$ cat config.mk
export PLATFORM = sky130hd
export DESIGN_NAME = idli_sqi_mem_m_flat
export DESIGN_NICKNAME = d
export VERILOG_FILES = /design/src/rtl/idli_pkg.sv /design/src/rtl/idli_sqi_mem_if.sv /design/src/rtl/idli_sqi_mem_arr.sv /design/src/rtl/idli_sqi_mem.sv /design/src/flat_wrapper.sv
export SDC_FILE = /design/constraint.sdc
export NUM_CORES = 2
export LEC_CHECK = 0
export BUFFER_PORTS_ARGS = -buffer_cell sky130_fd_sc_hd__buf_2
export CAP_MARGIN = 20
export CORE_AREA = 4 4 453 455
export CTS_CLUSTER_DIAMETER = 40
export DETAILED_ROUTE_END_ITERATION = 12
export DIE_AREA = 0 0 457 459
export MAX_ROUTING_LAYER = met4
export PLACE_DENSITY = 0.66
export SYNTH_ARGS = -nofsm -noshare
export SYNTH_HDL_FRONTEND = slang
export SYNTH_SLANG_ARGS = --single-unit
export TNS_END_PERCENT = 20
$ cat constraint.sdc
create_clock -name i_mem_gck -period 4.4 [get_ports i_mem_gck]
set_input_delay 0.22 -clock i_mem_gck [delete_from_list [all_inputs] [get_ports i_mem_gck]]
set_output_delay 0.22 -clock i_mem_gck [all_outputs]
set_load 0.01 [all_outputs]
$ cat src/rtl/idli_pkg.sv
// rtl/idli_pkg.sv - shared types and constants for the SQI SRAM responder
package idli_pkg;

  localparam int unsigned SQI_ADDR_W = 16;

  // Direction the initiator is driving the shared nibble bus.
  typedef enum logic {
    SQI_MODE_OUT = 1'b0,
    SQI_MODE_IN  = 1'b1
  } sqi_mode_t;

  typedef enum logic [7:0] {
    SQI_INSTR_WRITE = 8'h02,
    SQI_INSTR_READ  = 8'h03
  } sqi_instr_t;

  typedef enum logic [2:0] {
    ST_IDLE,
    ST_INSTR,
    ST_ADDR,
    ST_DUMMY,
    ST_RD,
    ST_WR,
    ST_ERR
  } idli_sqi_mem_state_t;

endpackage

$ cat src/rtl/idli_sqi_mem_if.sv
// rtl/idli_sqi_mem_if.sv - SQI bus between the core initiator and the memory responder
interface idli_sqi_mem_if;
  import idli_pkg::*;

  logic       sck;
  logic       cs;
  sqi_mode_t  mode;
  logic [3:0] data_in;
  logic [3:0] data_out;
  logic       oe;

  modport master (output sck, cs, mode, data_in, input data_out, oe);
  modport slave  (input sck, cs, mode, data_in, output data_out, oe);

endinterface

$ cat src/rtl/idli_sqi_mem_arr.sv
// rtl/idli_sqi_mem_arr.sv - MEM_BYTES x 8 flop storage, one write port, one async read port
module idli_sqi_mem_arr_m #(
  parameter  int unsigned MEM_BYTES = 256,
  localparam int unsigned AW        = $clog2(MEM_BYTES)
) (
  input  logic          i_clk,
  input  logic          i_we,
  input  logic [AW-1:0] i_waddr,
  input  logic [7:0]    i_wdata,
  input  logic [AW-1:0] i_raddr,
  output logic [7:0]    o_rdata
);

  // Contents deliberately survive reset.
  logic [7:0] mem_q [MEM_BYTES];

  always_ff @(posedge i_clk) begin
    if (i_we) begin
      mem_q[i_waddr] <= i_wdata;
    end
  end

  assign o_rdata = mem_q[i_raddr];

endmodule

$ cat src/rtl/idli_sqi_mem.sv
// rtl/idli_sqi_mem.sv - SQI SRAM responder: decodes READ/WRITE, address, dummies; serves nibbles
module idli_sqi_mem_m
  import idli_pkg::*;
#(
  parameter int unsigned MEM_BYTES = 256
) (
  input  logic           i_mem_gck,
  input  logic           i_core_rst_n,
  idli_sqi_mem_if.slave  sqi,
  output logic           o_mem_err
);

  localparam int unsigned             AW        = $clog2(MEM_BYTES);
  localparam logic [SQI_ADDR_W-1:0]   ADDR_MASK = SQI_ADDR_W'(MEM_BYTES - 1);

  idli_sqi_mem_state_t   state_q, state_d;
  logic [1:0]            cnt_q, cnt_d;
  logic [SQI_ADDR_W-1:0] addr_q, addr_d;
  logic [3:0]            hi_q, hi_d;
  logic                  rd_q, rd_d;
  logic                  err_q, err_d;
  logic [3:0]            dout_q, dout_d;
  logic                  oe_q, oe_d;
  logic                  wr_en;
  logic [7:0]            rd_byte;
  logic [SQI_ADDR_W-1:0] addr_inc;
  sqi_instr_t            instr;

  assign addr_inc = (addr_q + 16'd1) & ADDR_MASK;
  assign instr    = sqi_instr_t'({hi_q, sqi.data_in});

  idli_sqi_mem_arr_m #(.MEM_BYTES(MEM_BYTES)) u_arr (
    .i_clk   (i_mem_gck),
    .i_we    (wr_en),
    .i_waddr (addr_q[AW-1:0]),
    .i_wdata ({hi_q, sqi.data_in}),
    .i_raddr (addr_q[AW-1:0]),
    .o_rdata (rd_byte)
  );

  always_comb begin
    state_d = state_q;
    cnt_d   = cnt_q;
    addr_d  = addr_q;
    hi_d    = hi_q;
    rd_d    = rd_q;
    err_d   = err_q;
    wr_en   = 1'b0;
    if (sqi.cs) begin
      state_d = ST_IDLE;
      cnt_d   = '0;
    end else if (sqi.sck) begin
      unique case (state_q)
        ST_IDLE: begin
          hi_d    = sqi.data_in;
          state_d = ST_INSTR;
        end
        ST_INSTR: begin
          cnt_d = '0;
          if (instr == SQI_INSTR_READ) begin
            rd_d    = 1'b1;
            state_d = ST_ADDR;
          end else if (instr == SQI_INSTR_WRITE) begin
            rd_d    = 1'b0;
            state_d = ST_ADDR;
          end else begin
            err_d   = 1'b1;
            state_d = ST_ERR;
          end
        end
        ST_ADDR: begin
          addr_d = {addr_q[SQI_ADDR_W-5:0], sqi.data_in};
          cnt_d  = cnt_q + 2'd1;
          if (cnt_q == 2'd3) begin
            cnt_d   = '0;
            state_d = rd_q ? ST_DUMMY : ST_WR;
          end
        end
        ST_DUMMY: begin
          cnt_d = 2'd1;
          if (cnt_q[0]) begin
            cnt_d   = '0;
            state_d = ST_RD;
          end
        end
        // cnt_q[0] tracks which half of the current byte is in flight.
        ST_RD: begin
          cnt_d = 2'd1;
          if (cnt_q[0]) begin
            cnt_d  = '0;
            addr_d = addr_inc;
          end
        end
        ST_WR: begin
          if (cnt_q[0]) begin
            wr_en  = 1'b1;
            addr_d = addr_inc;
            cnt_d  = '0;
          end else begin
            hi_d  = sqi.data_in;
            cnt_d = 2'd1;
          end
        end
        default: ;
      endcase
      if ((state_q == ST_IDLE || state_q == ST_INSTR || state_q == ST_ADDR ||
           state_q == ST_WR) && sqi.mode != SQI_MODE_OUT) begin
        err_d = 1'b1;
      end
      if (state_q == ST_RD && sqi.mode == SQI_MODE_OUT) begin
        err_d = 1'b1;
      end
    end
  end

  always_ff @(posedge i_mem_gck or negedge i_core_rst_n) begin
    if (!i_core_rst_n) begin
      state_q <= ST_IDLE;
      cnt_q   <= '0;
      addr_q  <= '0;
      hi_q    <= '0;
      rd_q    <= 1'b0;
      err_q   <= 1'b0;
    end else begin
      state_q <= state_d;
      cnt_q   <= cnt_d;
      addr_q  <= addr_d;
      hi_q    <= hi_d;
      rd_q    <= rd_d;
      err_q   <= err_d;
    end
  end

  // Read data is launched on the falling edge so the initiator samples it mid-stable.
  always_comb begin
    oe_d   = 1'b0;
    dout_d = '0;
    if (state_q == ST_RD) begin
      oe_d   = 1'b1;
      dout_d = cnt_q[0] ? rd_byte[3:0] : rd_byte[7:4];
    end
  end

  always_ff @(negedge i_mem_gck or negedge i_core_rst_n) begin
    if (!i_core_rst_n) begin
      oe_q   <= 1'b0;
      dout_q <= '0;
    end else begin
      oe_q   <= oe_d;
      dout_q <= dout_d;
    end
  end

  assign sqi.data_out = dout_q;
  assign sqi.oe       = oe_q;
  assign o_mem_err    = err_q;

endmodule
$ cat src/flat_wrapper.sv
// flat-port wrapper written by rule: the top's interface ports become plain ports
module idli_sqi_mem_m_flat import idli_pkg::*;
#(
  parameter int unsigned MEM_BYTES = 256
)
  (i_mem_gck, i_core_rst_n, o_mem_err, sqi_sck, sqi_cs, sqi_mode, sqi_data_in, sqi_data_out, sqi_oe);
  idli_sqi_mem_if sqi_i ();
  input  logic i_mem_gck;
  input  logic i_core_rst_n;
  output logic o_mem_err;
  input wire logic [$bits(sqi_i.sck)-1:0] sqi_sck;
  input wire logic [$bits(sqi_i.cs)-1:0] sqi_cs;
  input wire logic [$bits(sqi_i.mode)-1:0] sqi_mode;
  input wire logic [$bits(sqi_i.data_in)-1:0] sqi_data_in;
  output wire logic [$bits(sqi_i.data_out)-1:0] sqi_data_out;
  output wire logic [$bits(sqi_i.oe)-1:0] sqi_oe;
  assign sqi_i.sck = sqi_sck;
  assign sqi_i.cs = sqi_cs;
  assign sqi_i.mode = sqi_mode;
  assign sqi_i.data_in = sqi_data_in;
  assign sqi_data_out = sqi_i.data_out;
  assign sqi_oe = sqi_i.oe;
  idli_sqi_mem_m #(.MEM_BYTES(MEM_BYTES)) u_core (.i_mem_gck(i_mem_gck), .i_core_rst_n(i_core_rst_n), .sqi(sqi_i), .o_mem_err(o_mem_err));
endmodule
After elaboration in Yosys (flattened, before gate mapping)
Memory sizes are Yosys's and may differ from the RTL's. Index checks and enable logic that the tools add are counted. W data, S select, Z words.

Bits in registers: 24. Output and inout port bits: 6. Latch bits: 0. Bits in read-only memories: 0. RAM bits: 2048. Memories kept: 1.

Memories: u_core.u_arr.mem_q (words 256, width 8, read ports 1, clocked after Yosys merged registers in 0, write ports 1, RTL line idli_sqi_mem_arr.sv:15) `logic [7:0] mem_q [MEM_BYTES];`.

Div/mod/pow operators: 0. Mux-type cells: 33. Reductions and logical operators: 21. Shift-type cells: 0. Eq/ne operators: 14. Order comparisons: 0. $mul: 0. Bitwise logic cells: 2. $add $sub $neg: 2.

Operators with widths (number): $mux W3 (7); $eq A8 B2 Y1 const B (2); $pmux W8 S2 (1); $reduce_and A4 Y1 (4); $mux W1 (15); $mux W4 (3); $pmux W3 S4 (1); $add A8 B1 Y8 const B (1); $mux W8 (1); $pmux W4 S2 (1); $reduce_bool A2 Y1 (4); $eq A3 B2 Y1 const B (2); $eq A3 B3 Y1 const B (2); $mux W2 (3); $ne A3 B2 Y1 const B (2); $ne A3 B3 Y1 const B (2); $pmux W2 S3 (1); $reduce_and A5 Y1 (1); $reduce_bool A5 Y1 (1); $reduce_bool A4 Y1 (1); $eq A3 B1 Y1 const B (1); $logic_not A3 Y1 (1); $logic_or A1 B1 Y1 (3); $reduce_bool A3 Y1 (1); 9 further kinds (11).

Logic depth before layout (Yosys ltp)
Word-level depth: 7. Mapped depth: 13. Gate-level depth less buffers: 8.

Cells and area by module
Synthesis repeated with hierarchy kept, for this count alone.

Cells, all modules: 3866. Area, all modules: 80736.2 sq um.

By module, submodules not included: idli_sqi_mem_arr_m (sequential area each 61499.0 sq um, area each 79396.1 sq um, cells an instance 3725, instances 1); idli_sqi_mem_m (sequential area each 600.6 sq um, area each 1340.0 sq um, cells an instance 141, instances 1).

==> results.txt <==
Ys async rst share - 1.158%
Final setup violation count - 4
Clock Root Buffer - clkbuf_16
Skew final - 0.07835 ns
Post-Syn Nets - 3773
Worst setup margin - -0.9874 ns
Setup TNS - -3.873 ns
EDFF count, synth - 2048
Detail Placement HPWL - 131.9 mm
Mapped Cells - 3759
Worst-Margin Slew - 1.153 ns
R2r worst-path depth - 13
Largest net degree at the start of global routing - 206
Row cnt - 165
Per-cell routed wire length - 29.27 µm
VDD IR max - 493.3 µV
Total GRT Usage - 20.75%
Most frequent cells in the layout - edfxtp_1 (2048), mux4_2 (493), buf_4 (486), nor2_1 (289), clkbuf_16 (286)
Number of buffers created by CTS - 274
Max Buffers Root-to-Sink - 4
Final Max Slew Viols - 0
Syn avg cell area - 21.34 µm²
Synth area leader - edfxtp_1
Global-route wire length before repair - 308.7 mm
Element type at the critical path start - register
Crit-path max FO - 8
Initial DRC count - 6209
# port buffers - 14
Routed vias - 42772
Antenna viol nets, final - 0
Critical Path Source - u_core.addr_q[0]$_DFFE_PN0P_
Yosys warnings - 0
Number of cells on the worst hold path - 1
Max cap viols - 0
Crit path required time - 2.89 ns
TritonCTS clock tree - done
Clk_lat worst skew - 0.93 ns
Final Hold Viols - 13
Failing checks - hold timing, setup timing
I/O pins - 15
Total core area - 201300 µm²
Die ar. - 209800 µm²
Setup CP Type - reg2reg
WHS - -0.04530 ns
Post-synthesis sequential area ratio - 77.43%
Pwr dens - 669.6 nW/µm²
Chip Height - 459 µm
Top cells by area, synth - edfxtp_1 (77%), mux4_2 (14%), nor2_1 (1.4%)
Fillers - 15978
Worst setup EP type - register
Worst Hold Launch - sqi_data_in[3]
Remaining DRCs - 0
Clock slew at reported path FFs - 0.06 ns
Vias in the first global route - 42702
Area Overhead vs Synth - 21.77%
Clock sink count - 2072
Mapped Area - 80200 µm²
Die X - 457 µm
R2R Path Start - u_core.addr_q[0]$_DFFE_PN0P_
Commonest non-fill, non-tap cell in the layout - edfxtp_1
Initial core utilization - 39.84%
Pre-antenna DRT Iters - 7
Vias per inst - 5.868
Unrepaired setup endpoints after global routing - true
Antenna violations before repair - 6
Layout cells sized above 1 - 35.78%
Drt total wl - 213.4 mm
Gpl congestion - 0.9053
Main synth FF type - edfxtp_1
Hold WC Path Type - in2reg
Leakage - 31.26 nW
Top-area cell type share of the netlist area - 76.68%
Grt total ovfl - 0
Slew HR - 23.13%
CP arrival - 3.88 ns
Status - complete, but fails checks
Nets@finish - 4435
H-tree Lvls - 5
Distinct cells, synth - 56
Core Util, Final - 48.52%
FF+latch count, synth - 2072
==> routing by layer <==
| layer | global-route usage (%) | up-vias | part of all wire (%) |
|---|---|---|---|
| met1 | 28.31 | 22647 | 39 |
| met3 | 4.673 | 465 | 10 |
| li1 | - | 17203 | - |
| met4 | 7.390 | 0 | 3.8 |
| met5 | - | - | 0 |
| met2 | 30.93 | 2457 | 47 |
==> what timing repair did <==
action                                  4_1_cts  5_1_grt
endpoints found under the setup margin        4        4
gates cloned                                  5        1
pin swaps                                    20       31
hold buffers                                  7        0
endpoints found under the hold margin        27        0
buffers inserted                             29       34
gates resized for setup                      92       62
==> report_power, final <==
| part | internal, W | total [W] | switching [W] |
|---|---|---|---|
| registers | 0.0228 | 0.0232 | 0.000403 |
| logic | 0.00956 | 0.0210 | 0.0115 |
| clock network | 0.0129 | 0.0212 | 0.00830 |
==> sequential cells by signal (all words and copies together) (netlist names) <==
name and cells:
u_core.o_mem_err 1, u_core.sqi.data_out 4, u_core.state_q 3, u_core.addr_q 8, u_core.cnt_q 2, u_core.u_arr.mem_q 2048, u_core.hi_q 4, u_core.rd_q 1
u_core.sqi.oe 1
==> critical path: stages (launching register included) <==
cell      delay [ns]
dfrtp_4         0.55
buf_4           0.17
buf_12          0.14
buf_16          0.15
buf_16          0.16
buf_12          0.13
mux4_2          0.42
mux2_2          0.33
o221ai_1        0.18
buf_4           0.15
o21ai_0         0.15
a21oi_2         0.20
o21ai_1         0.09
o211a_1         0.13
==> final timing paths <==
path                            slack (ns)                                 end
worst max-delay path                 -0.99    u_core.sqi.data_out[0]$_DFF_NN0_
worst min-delay path                 -0.05  u_core.u_arr.mem_q[8][3]$_DFFE_PP_
worst min register to register        0.50        u_core.o_mem_err$_DFFE_PN0P_
min in group asynchronous             0.09         u_core.cnt_q[0]$_DFFE_PN0P_
worst max register to register       -0.99    u_core.sqi.data_out[0]$_DFF_NN0_
max in group asynchronous             2.19             u_core.sqi.oe$_DFF_NN0_
==> final cells by class <==
class                   count  area [µm²]  share of cell area [%]
multi-input cells        1451       17530                   17.95
clock inverters           151        1394                   1.427
inverters                   8       30.03                 0.03075
flip-flops and latches   2072       62130                   63.62
clock buffers             316        7278                   7.453
diodes                      5       12.51                 0.01281
well taps                2672        3343                   3.423
repair buffers            614        5942                   6.084
==> synthesized netlist by cell type (3+ instances only) <==
cell type and n:
a2111oi_0 3, a211oi_1 15, a21oi_1 59, a221oi_1 53, a22o_1 45, a22oi_1 103, a31oi_1 8, and2_1 5
and3_1 7, buf_1 13, buf_2 66, buf_4 17, buf_6 31, clkbuf_1 101, dfrtn_1 5, dfrtp_1 19
edfxtp_1 2048, ha_1 5, inv_1 8, mux2_2 15, mux2i_1 72, mux4_2 493, nand2_1 82, nand2b_1 10
nand3_1 33, nand4_1 10, nor2_1 290, nor2b_1 19, nor3_1 15, nor4_1 5, o211ai_1 5, o21ai_0 36
o21ai_1 4, o221ai_1 4, o22ai_1 25, or2_2 3
==> cell families (layout without fill, tap and decap cells) <==
group	count (synthesis)	count (layout)	share of synthesized area [%]
flip-flops	2072	2072	77.43
buffers and inverters	236	1089	1.577
AND/OR/NAND/NOR	485	485	2.560
multiplexers	580	580	14.95
XOR/XNOR	1	1	0.01092
AO/OA/AOI/OAI	380	380	3.389
adder cells (fa/ha/maj)	5	5	0.07801
other	0	5	0
==> per-stage QoR <==
step	cells	power [W]	worst slack [ns]	cell area [µm²]
2_1_floorplan	3759	0.03383	-0.2859	80460
3_3_place_gp	6745	0.04251	-1.532	87390
3_5_place_dp	6745	0.04264	-1.458	87390
4_1_cts	7252	0.06482	-0.9392	97070
5_1_grt	7288	0.06736	-1.000	97660
6_report	7289	0.06540	-0.9874	97660
Power figures use the tool's default switching activity.
